File: config.mk
export PLATFORM = sky130hd
export DESIGN_NAME = regfile_wb_arbiter_flat
export DESIGN_NICKNAME = d
export VERILOG_FILES = /design/src/rtl/regfile_wb_arbiter_if.sv /design/src/rtl/regfile_wb_arbiter.sv /design/src/flat_wrapper.sv
export SDC_FILE = /design/constraint.sdc
export NUM_CORES = 1
export LEC_CHECK = 0
export CAP_MARGIN = 10
export CORE_ASPECT_RATIO = 0.7
export CORE_MARGIN = 2
export CORE_UTILIZATION = 47
export DETAILED_ROUTE_END_ITERATION = 10
export PLACE_DENSITY = 0.87
export SYNTH_ARGS = -nofsm -noshare
export SYNTH_HDL_FRONTEND = slang
export SYNTH_SLANG_ARGS = --single-unit
File: constraint.sdc
create_clock -name Clk -period 3.53 [get_ports Clk]
set_input_delay 0.353 -clock Clk [delete_from_list [all_inputs] [get_ports Clk]]
set_output_delay 0.353 -clock Clk [all_outputs]
set_load 0.03 [all_outputs]
File: src/rtl/regfile_wb_arbiter_if.sv
// Bundle of the register-file write-port arbiter signals.
// Handshake: a long-latency result moves on a rising edge of Clk when
// lu_valid and lu_ready are both high in the cycle before it. lu_ready never
// depends on lu_valid. The pipeline writeback stream has no handshake and is
// never backpressured; it is ignored only during a stall_pipe cycle.
interface regfile_wb_arbiter_if;
    // pipeline writeback stream
    logic        pipe_wen;
    logic [4:0]  pipe_rw;
    logic [31:0] pipe_wdata;
    // long-latency result stream
    logic        lu_valid;
    logic [4:0]  lu_rw;
    logic [31:0] lu_wdata;
    logic        lu_ready;
    // long-latency issue and decode hazard check
    logic        iss_valid;
    logic [4:0]  iss_rw;
    logic [4:0]  chk_rx;
    logic [4:0]  chk_ry;
    logic        hazard;
    logic        stall_pipe;
    logic [31:0] pending;
    // register file write port
    logic        rf_wen;
    logic [4:0]  rf_rw;
    logic [31:0] rf_busw;

    // environment side: drives the streams, observes the arbiter results
    modport master (
        output pipe_wen, pipe_rw, pipe_wdata,
        output lu_valid, lu_rw, lu_wdata,
        output iss_valid, iss_rw, chk_rx, chk_ry,
        input  lu_ready, hazard, stall_pipe, pending,
        input  rf_wen, rf_rw, rf_busw
    );

    // arbiter side
    modport slave (
        input  pipe_wen, pipe_rw, pipe_wdata,
        input  lu_valid, lu_rw, lu_wdata,
        input  iss_valid, iss_rw, chk_rx, chk_ry,
        output lu_ready, hazard, stall_pipe, pending,
        output rf_wen, rf_rw, rf_busw
    );
endinterface

File: src/rtl/regfile_wb_arbiter.sv
// Write-port arbiter and pending-write scoreboard for the 32 x 32b register
// file. The pipeline writeback always wins the port; a long-latency result
// that is blocked STARVE_LIMIT cycles in a row forces a one-cycle pipeline
// stall, during which it is guaranteed to transfer.
module regfile_wb_arbiter #(
    parameter int STARVE_LIMIT = 4,
    parameter int CNT_W        = 4
) (
    input logic                  Clk,
    input logic                  rst_n,
    regfile_wb_arbiter_if.slave  bus
);

    localparam logic [CNT_W-1:0] CNT_LAST = CNT_W'(STARVE_LIMIT - 1);
    localparam logic [CNT_W-1:0] CNT_MAX  = {CNT_W{1'b1}};

    logic             pipe_eff;
    logic             lu_ready_w;
    logic             lu_xfer;
    logic             lu_blocked;

    logic             rf_wen_q,   rf_wen_nxt;
    logic [4:0]       rf_rw_q,    rf_rw_nxt;
    logic [31:0]      rf_busw_q,  rf_busw_nxt;
    logic [CNT_W-1:0] starve_cnt, starve_cnt_nxt;
    logic             stall_q,    stall_nxt;
    logic [31:0]      pending_q,  pending_nxt;

    // Port ownership: pipeline has priority unless this is a stall cycle.
    always_comb begin
        pipe_eff   = bus.pipe_wen && (bus.pipe_rw != 5'd0) && !stall_q;
        lu_ready_w = !pipe_eff;
        lu_xfer    = bus.lu_valid && lu_ready_w;
        lu_blocked = bus.lu_valid && !lu_ready_w;
    end

    // Next write-port contents; address/data hold when nothing is written.
    always_comb begin
        rf_wen_nxt  = 1'b0;
        rf_rw_nxt   = rf_rw_q;
        rf_busw_nxt = rf_busw_q;
        if (pipe_eff) begin
            rf_wen_nxt  = 1'b1;
            rf_rw_nxt   = bus.pipe_rw;
            rf_busw_nxt = bus.pipe_wdata;
        end else if (lu_xfer && (bus.lu_rw != 5'd0)) begin
            rf_wen_nxt  = 1'b1;
            rf_rw_nxt   = bus.lu_rw;
            rf_busw_nxt = bus.lu_wdata;
        end
    end

    // Starvation counter: the last blocked cycle in a run triggers the stall.
    always_comb begin
        stall_nxt      = 1'b0;
        starve_cnt_nxt = '0;
        if (lu_blocked) begin
            if (starve_cnt == CNT_LAST) begin
                stall_nxt = 1'b1;
            end else if (starve_cnt != CNT_MAX) begin
                starve_cnt_nxt = starve_cnt + 1'b1;
            end else begin
                starve_cnt_nxt = starve_cnt;
            end
        end
    end

    // Scoreboard: completion clears, issue sets afterwards so set wins.
    always_comb begin
        pending_nxt = pending_q;
        if (lu_xfer) begin
            pending_nxt[bus.lu_rw] = 1'b0;
        end
        if (bus.iss_valid && (bus.iss_rw != 5'd0)) begin
            pending_nxt[bus.iss_rw] = 1'b1;
        end
        pending_nxt[0] = 1'b0;
    end

    // State registers; a reset discards any write in flight.
    always_ff @(posedge Clk or negedge rst_n) begin
        if (!rst_n) begin
            rf_wen_q   <= 1'b0;
            rf_rw_q    <= 5'd0;
            rf_busw_q  <= 32'd0;
            starve_cnt <= '0;
            stall_q    <= 1'b0;
            pending_q  <= 32'd0;
        end else begin
            rf_wen_q   <= rf_wen_nxt;
            rf_rw_q    <= rf_rw_nxt;
            rf_busw_q  <= rf_busw_nxt;
            starve_cnt <= starve_cnt_nxt;
            stall_q    <= stall_nxt;
            pending_q  <= pending_nxt;
        end
    end

    // Outputs; hazard looks at the registered bitmap only.
    always_comb begin
        bus.lu_ready   = lu_ready_w;
        bus.rf_wen     = rf_wen_q;
        bus.rf_rw      = rf_rw_q;
        bus.rf_busw    = rf_busw_q;
        bus.stall_pipe = stall_q;
        bus.pending    = pending_q;
        bus.hazard     = ((bus.chk_rx != 5'd0) && pending_q[bus.chk_rx]) ||
                         ((bus.chk_ry != 5'd0) && pending_q[bus.chk_ry]);
    end

endmodule

File: src/flat_wrapper.sv
// flat-port wrapper written by rule: the top's interface ports become plain ports
module regfile_wb_arbiter_flat 
#(
    parameter int STARVE_LIMIT = 4,
    parameter int CNT_W        = 4
)
  (Clk, rst_n, bus_pipe_wen, bus_pipe_rw, bus_pipe_wdata, bus_lu_valid, bus_lu_rw, bus_lu_wdata, bus_iss_valid, bus_iss_rw, bus_chk_rx, bus_chk_ry, bus_lu_ready, bus_hazard, bus_stall_pipe, bus_pending, bus_rf_wen, bus_rf_rw, bus_rf_busw);
  regfile_wb_arbiter_if bus_i ();
  input logic Clk;
  input logic rst_n;
  input wire logic [$bits(bus_i.pipe_wen)-1:0] bus_pipe_wen;
  input wire logic [$bits(bus_i.pipe_rw)-1:0] bus_pipe_rw;
  input wire logic [$bits(bus_i.pipe_wdata)-1:0] bus_pipe_wdata;
  input wire logic [$bits(bus_i.lu_valid)-1:0] bus_lu_valid;
  input wire logic [$bits(bus_i.lu_rw)-1:0] bus_lu_rw;
  input wire logic [$bits(bus_i.lu_wdata)-1:0] bus_lu_wdata;
  input wire logic [$bits(bus_i.iss_valid)-1:0] bus_iss_valid;
  input wire logic [$bits(bus_i.iss_rw)-1:0] bus_iss_rw;
  input wire logic [$bits(bus_i.chk_rx)-1:0] bus_chk_rx;
  input wire logic [$bits(bus_i.chk_ry)-1:0] bus_chk_ry;
  output wire logic [$bits(bus_i.lu_ready)-1:0] bus_lu_ready;
  output wire logic [$bits(bus_i.hazard)-1:0] bus_hazard;
  output wire logic [$bits(bus_i.stall_pipe)-1:0] bus_stall_pipe;
  output wire logic [$bits(bus_i.pending)-1:0] bus_pending;
  output wire logic [$bits(bus_i.rf_wen)-1:0] bus_rf_wen;
  output wire logic [$bits(bus_i.rf_rw)-1:0] bus_rf_rw;
  output wire logic [$bits(bus_i.rf_busw)-1:0] bus_rf_busw;
  assign bus_i.pipe_wen = bus_pipe_wen;
  assign bus_i.pipe_rw = bus_pipe_rw;
  assign bus_i.pipe_wdata = bus_pipe_wdata;
  assign bus_i.lu_valid = bus_lu_valid;
  assign bus_i.lu_rw = bus_lu_rw;
  assign bus_i.lu_wdata = bus_lu_wdata;
  assign bus_i.iss_valid = bus_iss_valid;
  assign bus_i.iss_rw = bus_iss_rw;
  assign bus_i.chk_rx = bus_chk_rx;
  assign bus_i.chk_ry = bus_chk_ry;
  assign bus_lu_ready = bus_i.lu_ready;
  assign bus_hazard = bus_i.hazard;
  assign bus_stall_pipe = bus_i.stall_pipe;
  assign bus_pending = bus_i.pending;
  assign bus_rf_wen = bus_i.rf_wen;
  assign bus_rf_rw = bus_i.rf_rw;
  assign bus_rf_busw = bus_i.rf_busw;
  regfile_wb_arbiter #(.STARVE_LIMIT(STARVE_LIMIT), .CNT_W(CNT_W)) u_core (.Clk(Clk), .rst_n(rst_n), .bus(bus_i));
endmodule
Word level (Yosys, flattened, before mapping)
Cells that the tools add are included. W data, S select, Z words.

Output and inout port bits: 73. Register bits: 74. Logic and storage cells: 59. Bits of input ports: 94.

Bitwise operators: 3. Equality and inequality tests: 3. Order comparisons: 6. Reduce and logical (&&, ||, !) cells: 19. Multiplexer cells: 21. $add $sub $neg: 1.

Operator list (number): $mux W32 (4); $and A32 B32 Y32 (1); $not A32 Y32 (1); $or A32 B32 Y32 (1); $reduce_bool A5 Y1 (5); $lt A5 B6 Y1 const B (4); $mux W4 (3); $bmux W1 S5 (2); $demux W1 S5 (2); $ge A5 B1 Y1 const B (2); $logic_and A1 B1 Y1 (10); $mux W5 (2); $mux W1 (8); $add A4 B1 Y4 const B (1); $eq A4 B2 Y1 const B (1); $ne A4 B4 Y1 const B (1); $ne A3 B3 Y1 const B (1); $logic_not A1 Y1 (2); $reduce_bool A2 Y1 (1); $logic_or A1 B1 Y1 (1).

Longest topological paths before layout
Gate-level depths: netlist of run 1.

Word-level depth: 9. Depth in mapped cells: 7. Gate-level depth less buffers: 6.

Worst setup path after synthesis of run 1
Ideal clock, no wire load.

Kind: in2out. From: in bus_chk_rx[0]. To: out bus_hazard. Data required time: 3177 ps. Cell stages on the path: 5. Path buffers: 1. Arrival: 2175 ps. Slack: 1002 ps. Cells stage by stage: buf_2 > mux2_2 > nand2_1 > a21o_1 > o311ai_0.

Longest elaborated chain between the ends: 4. Elaborated cells on any way between the ends: 5. Those cells by class: mux (2); reduce/logical (3).

RTL lines: start: declaration (line flat_wrapper.sv:19) `input wire logic [$bits(bus_i.chk_rx)-1:0] bus_chk_rx;`; $bmux W1 S5 (line regfile_wb_arbiter.sv:107) `bus.hazard = ((bus.chk_rx != 5'd0) && pending_q[bus.chk_rx]) ||`; $mux W1 (implied by the code) (line regfile_wb_arbiter.sv:107); $logic_and A1 B1 Y1 (*) (line regfile_wb_arbiter.sv:107); $logic_or A1 B1 Y1 (*) (line regfile_wb_arbiter.sv:107); end: declaration (line flat_wrapper.sv:22) `output wire logic [$bits(bus_i.hazard)-1:0] bus_hazard;`.

Mark *: on every way between the ends. The rest lies on a longest branch, timed or not. The select of a mux whose other input is x is not followed.

Final worst setup path of run 1
From: in bus_chk_ry[0]. To: out bus_hazard.

Longest elaborated chain between the ends: 4. Elaborated cells on any way between the ends: 5. Those cells by class: mux (2); reduce/logical (3).

RTL lines: start: declaration (line flat_wrapper.sv:20) `input wire logic [$bits(bus_i.chk_ry)-1:0] bus_chk_ry;`; $bmux W1 S5 (line regfile_wb_arbiter.sv:108) `((bus.chk_ry != 5'd0) && pending_q[bus.chk_ry]);`; $mux W1 (implied by the code) (line regfile_wb_arbiter.sv:108); $logic_and A1 B1 Y1 (*) (line regfile_wb_arbiter.sv:108); $logic_or A1 B1 Y1 (*) (line regfile_wb_arbiter.sv:107).

Marked as above.

==> reports/results.tsv, run 1 <==
metric	value	unit
die area	9250	sq um
initial drt markers	284	
initial core utilization	47.9	%
Worst R2R Path Depth	7	
post-synthesis mux area share	16.3	%
Final #Nets	646	
CTS Buf Count	9	
reg2reg start	u_core.bus.stall_pipe	
Tcrit/Tclk final	93.2	%
sequential element share of the synthesized area	46.4	%
Hold WS	0.176	ns
status	completed	
Area Growth Syn to Fin	51.0	%
Hold Path Class	in -> async	
final WL	12300	microns
vias per inst	5.70	
Cells after Synth	393	
largest net degree at the start of global routing	75	
# resized after CTS	0	
Post-synth ARST share	100	%
Post-Synth Simple-Gate Area	17.7	%
max-slew violation count	0	
synthesized flop and latch total	74	
Pleak	2.50	nW
Yosys warning count	0	
TritonRoute pass-1 iters	5	
Worst EP required	3.18	ns
clock slew at reported path FFs	0.05	ns
vias in the first global route	3739	
startpoint class of the critical path	input pin	
GRT Util Overall	27.7	%
Remaining Overflow, GRT	0	
Syn Nets	488	
worst clock skew	0.00765	ns
setup TNS	0	ns
DP Area	5710	sq um
CTS Buffer Depth	2	
Die Span Y	81.1	microns
Root Buffer	clkbuf_16	
fin crit period	3.29	ns
Setup WS pre-CTS	0.257	ns
R2R setup slack	1.78	ns
final setup vio count	0	
Adder-Cell Fraction of Synth Area	0.314	%
number of flops mapped to enable cells by yosys	0	
DR WL/cell	18.6	microns
Clk Latency, worst-skew pair	0.33	ns
Die X	114	microns
pwr dens	520	nW/um^2
CP Class	in -> out	
count of cell types in the netlist	48	
# IOs	167	
VDD IR max	0.268	mV
Syn Area/Cell	10.2	sq um
final hold violations	0	
RSZ-0062 raised after global routing	false	
crit path from	bus_chk_ry[0]	
Sink Count	74	
most common flop cell mapped by yosys	dfrtp_1	
# diodes	0	
first-pass GRT wire length	19500	microns
f_max	0.304	GHz
cts hold-fix bufs	0	
Worst-Margin Slew	0.950	ns
fin util	72.2	%
Rel. slew slack	36.7	%
GPL Wtd Cong	0.942	
Arrival @ worst endpoint	2.94	ns
reg-to-reg critical path endpoint	u_core.bus.pending[17]	
IO Port Bufs	165	
xor and xnor fraction of the mapped netlist area	0	%
initial antenna violation count	0	
Residual DRC	0	
Max FO, Critical Path	7	
Max Cap Viol	0	
slack of the critical path	0.238	ns
CTS tree	built	
most common cell after layout, fill and taps aside	clkdlybuf4s50_1	
Post-DRT Antenna Nets	0	
via count	3767	
core area	8340	sq um
Setup crit end kind	output port	
CTS H-Tree Depth	3	
share of cells above drive strength 1	7.37	%
commonest non-fill, non-tap cells in the layout	clkdlybuf4s50_1 (164), nand2_1 (77), dfrtp_1 (74), mux2i_1 (39), o21ai_0 (35)	
row count	28	
HPWL after DPL	9460	microns
Compound-Gate Fraction of Synth Area	15.7	%
Cell Area, Synth	3990	sq um
postcts setup bufs	0	
Design Area, Final	6020	sq um
largest family of logic cells by synthesized area	simple AND/OR/NAND/NOR gates	
## where the power goes
| group | leakage, nW | internal [mW] | switching (mW) | total [mW] |
|---|---|---|---|---|
| registers | 0.892 | 0.983 | 0.162 | 1.15 |
| logic | 1.46 | 0.509 | 0.533 | 1.04 |
| clock network | 0.152 | 0.606 | 0.339 | 0.945 |
| total | 2.50 | 2.10 | 1.03 | 3.13 |
## metal layers
layer | global-route usage (%) | routed length (microns) | vias to the layer above
li1 | - | - | 1751
met1 | 38.8 | 5410 | 1828
met2 | 43.7 | 5780 | 168
met3 | 6.34 | 937 | 20
met4 | 7.93 | 182 | 0
met5 | 0 | 0 | -
## cell type report
cell class,instances,area [sq um]
fill,613,2310
multi-input combinational,289,2000
sequential,74,1850
timing repair buffer,173,1710
clock buffer,13,270
tap,105,131
clock inverter,3,46.3
inverter,4,15.0
## flip-flops by register name, summed over array words and instances (netlist names)
| name | flops |
|---|---|
| u_core.bus.pending | 31 |
| u_core.bus.rf_busw | 32 |
| u_core.bus.rf_rw | 5 |
| u_core.bus.rf_wen | 1 |
| u_core.bus.stall_pipe | 1 |
| u_core.starve_cnt | 4 |
## cells in the mapped netlist (4+ instances only)
cell | instances | area, sq um
mux2i_1 | 39 | 390
mux2_2 | 5 | 56.3
a22o_1 | 9 | 78.8
nand2b_1 | 6 | 37.5
nor2b_1 | 10 | 62.6
inv_1 | 4 | 15.0
nand2_1 | 77 | 289
a31oi_1 | 5 | 31.3
clkbuf_1 | 12 | 45.0
buf_2 | 7 | 35.0
mux4_2 | 9 | 203
o2bb2ai_1 | 19 | 166
nor2_1 | 16 | 60.1
nor3_1 | 4 | 20.0
a21oi_1 | 4 | 20.0
dfrtp_1 | 74 | 1850
o21ai_0 | 35 | 175
nand3_1 | 9 | 45.0
## worst max-delay path by stage
stage | endpoint | cells after the start
2_1_floorplan | bus_hazard | 5
3_5_place_dp | bus_hazard | 8
5_1_grt | bus_hazard | 8
3_3_place_gp | bus_hazard | 8
6_report | bus_hazard | 8
4_1_cts | bus_hazard | 8
## per-stage QoR
step                      power (mW)  std cells
after floorplan                 1.67        393
after detailed placement        2.19        645
final                           3.13        661
after global placement          2.18        645
after CTS                       3.14        661
after global routing            3.26        661
## logic make-up (layout without fill, tap and decap cells)
kind of cell	after synthesis	in the layout
adder cells (fa/ha/maj)	1	1
AO/OA/AOI/OAI	90	90
flip-flops	74	74
buffers and inverters	30	193
other	1	1
multiplexers	53	53
AND/OR/NAND/NOR	144	144
## critical path, cell delays in order
cell	delay, ns
clkdlybuf4s50_1	0.56
buf_4	0.21
mux4_2	0.49
nor2_1	0.11
nor4b_1	0.06
nor4bb_1	0.31
o311ai_0	0.20
clkdlybuf4s50_1	0.63
Note: power is estimated with default switching activity, not from simulation.
==> run 2, diff against run 1 <==
CORE_MARGIN = 1.5   (was 2)
==> run 2 against run 1 <==
Net effect:
- final cell count down 0.61%
- maximum frequency rose by 3.7%
- worst setup slack better by 0.12 ns
- non-clock buffer count unchanged
- power increased by 4.7%
- count of clock-buffer cells in the layout fell by 2
- critical path depth is the same
- design area rose by 0.52%
- via count increased by 2.7%
- clock skew fell by 0.0047 ns
- flip-flop and latch count is the same
- critical endpoint unchanged
- largest cell class unchanged
==> reports/results.tsv, run 2 (synthesized netlist as in run 1, its figures left out) <==
metric	value	unit	change
status	completed		
CTS H-Tree Depth	3		unchanged
slack of the critical path	0.356	ns	+0.118 ns
Area Growth Syn to Fin	51.7	%	
# fillers	568		-7.3%
Worst R2R Path Depth	7		unchanged
via count	3867		+2.7%
crit path cell chain	clkdlybuf4s50_1 -> buf_4 -> mux2_2 -> o311ai_0 -> nor3_1 -> nor4bb_1 -> o311ai_0 -> clkdlybuf4s50_1		
WP buf/inv	3		unchanged
reg2reg start	u_core.bus.stall_pipe		
GPL Wtd Cong	0.947		+0.56%
Die X	113	microns	-0.88%
switch share	32.4	%	-0.65 points
vias per inst	5.89		+3.3%
Max Cap Viol	0		unchanged
Residual DRC	0		unchanged
Max FO, Critical Path	13		+6
sequential cell area	1850	sq um	unchanged
fin crit period	3.17	ns	-0.118 ns
Final #Nets	646		unchanged
Tcrit/Tclk final	89.9	%	-3.3 points
vias in the first global route	3887		+4.0%
final hold violations	0		unchanged
CP Class	in -> out		
Largest register FFs	32		unchanged
f_max	0.315	GHz	+3.7%
initial core utilization	49.6	%	+1.8 points
Setup WS pre-CTS	0.392	ns	+0.135 ns
Rel. slew slack	38.0	%	+1.3 points
Worst EP required	3.18	ns	about the same
# resized after CTS	0		unchanged
postcts setup bufs	0		unchanged
Worst-Margin Slew	0.930	ns	-0.0200 ns
CP top delay family	buffers and inverters		
final setup vio count	0		unchanged
Crit path depth	8		unchanged
row count	27		-3.6%
initial drt markers	320		+13%
Setup crit end kind	output port		
Arrival @ worst endpoint	2.82	ns	-0.12 ns
TritonRoute pass-1 iters	4		-1
die area	9060	sq um	-2.1%
RSZ-0062 raised after global routing	false		
DR WL/cell	19.6	microns	+5.3%
Remaining Overflow, GRT	0		unchanged
Sink Count	74		unchanged
Die Span Y	80.1	microns	-1.2%
Hold Path Class	in -> async		
Root Buffer	clkbuf_16		
# IOs	167		unchanged
R2R setup slack	1.82	ns	+0.04 ns
initial antenna violation count	0		unchanged
startpoint class of the critical path	input pin		
final WL	12900	microns	+4.7%
cts hold-fix bufs	0		unchanged
core area	8040	sq um	-3.6%
IO Port Bufs	165		unchanged
CTS Buffer Depth	2		unchanged
max-slew violation count	0		unchanged
HPWL after DPL	9520	microns	+0.65%
crit path max-delay cell type	clkdlybuf4s50_1		
Post-DRT Antenna Nets	0		unchanged
commonest non-fill, non-tap cells in the layout	clkdlybuf4s50_1 (164), nand2_1 (77), dfrtp_1 (74), mux2i_1 (39), o21ai_0 (35)		
Sequential Power Share	35.1	%	-1.5 points
CTS Buf Count	9		unchanged
GRT Util Overall	29.7	%	+2.0 points
share of cells above drive strength 1	7.55	%	+0.18 points
largest net degree at the start of global routing	75		unchanged
area of the multi-input gates	2000	sq um	unchanged
setup TNS	0	ns	unchanged
clock power share	32.9	%	+2.7 points
first-pass GRT wire length	20500	microns	+5.1%
worst clock skew	0.00292	ns	-0.00474 ns
reg-to-reg critical path endpoint	u_core.bus.pending[15]		
max incr delay on CP	0.63	ns	about the same
Pleak	2.53	nW	+0.94%
# diodes	0		unchanged
pwr dens	542	nW/um^2	+4.2%
most common cell after layout, fill and taps aside	clkdlybuf4s50_1		
CTS tree	built		
combinational power share	31.9	%	-1.4 points
VDD IR max	0.300	mV	+12%
Switch Pwr	1.06	mW	+2.6%
internal power	2.22	mW	+5.7%
Clk Latency, worst-skew pair	0.33	ns	about the same
clock slew at reported path FFs	0.06	ns	about the same
## run 2: cell count changes in the layout (fill, tap and decap cells not counted), sizes merged
cell | previous run | this run
bufinv | 1 | 3
clkinvlp | 1 | 0
clkinv | 1 | 2
clkbuf | 13 | 11
## run 2: worst reg2reg max path: cells and delay by family, from the launching register on
kind	cells	cell delay (ns)
AND/OR/NAND/NOR	3	0.67
flip-flops	1	0.38
AO/OA/AOI/OAI	2	0.35
buffers and inverters	2	0.23
## run 2: layer usage
metal	track usage, %	up-vias	wire length (microns)
li1	-	1748	-
met1	38.6	1872	5280
met2	47.9	209	6190
met3	7.25	38	1030
met4	12.8	0	375
met5	0	-	0
## run 2: how the worst max path moves through the flow
stage	start	end	slack (ns)
5_1_grt	bus_chk_ry[0]	bus_hazard	0.18
3_3_place_gp	bus_chk_ry[0]	bus_hazard	0.35
4_1_cts	bus_chk_ry[0]	bus_hazard	0.38
6_report	bus_chk_ry[0]	bus_hazard	0.36
3_5_place_dp	bus_chk_ry[0]	bus_hazard	0.39
2_1_floorplan	bus_chk_rx[0]	bus_hazard	1.00
## run 2: power by group through the flow
stage	Sequential [mW]	Clock, mW	Combinational [mW]
6_report	1.15	1.08	1.05
5_1_grt	1.16	1.11	1.11
4_1_cts	1.14	1.08	1.05
3_5_place_dp	1.16	0	1.04
3_3_place_gp	1.15	0	1.02
2_1_floorplan	1.36	0	0.305
## run 2: area by class of cell
type                       count  share of cell area [%]
tap                          101                    2.09
multi-input combinational    289                    33.0
clock buffer                  11                    4.17
sequential                    74                    30.6
inverter                       4                   0.248
clock inverter                 5                    1.65
timing repair buffer         173                    28.2
## run 2: metrics by stage
step / instances / instance area [sq um] / hold WS [ns] / util [%] / total power, mW
2_1_floorplan: 393 / 3990 / 0.0574 / - / 1.67
3_3_place_gp: 641 / 5700 / 0.510 / 70.9 / 2.18
3_5_place_dp: 641 / 5700 / 0.520 / 70.9 / 2.20
4_1_cts: 657 / 6050 / 0.189 / 75.3 / 3.28
5_1_grt: 657 / 6050 / 0.233 / 75.3 / 3.38
6_report: 657 / 6050 / 0.133 / 75.3 / 3.28
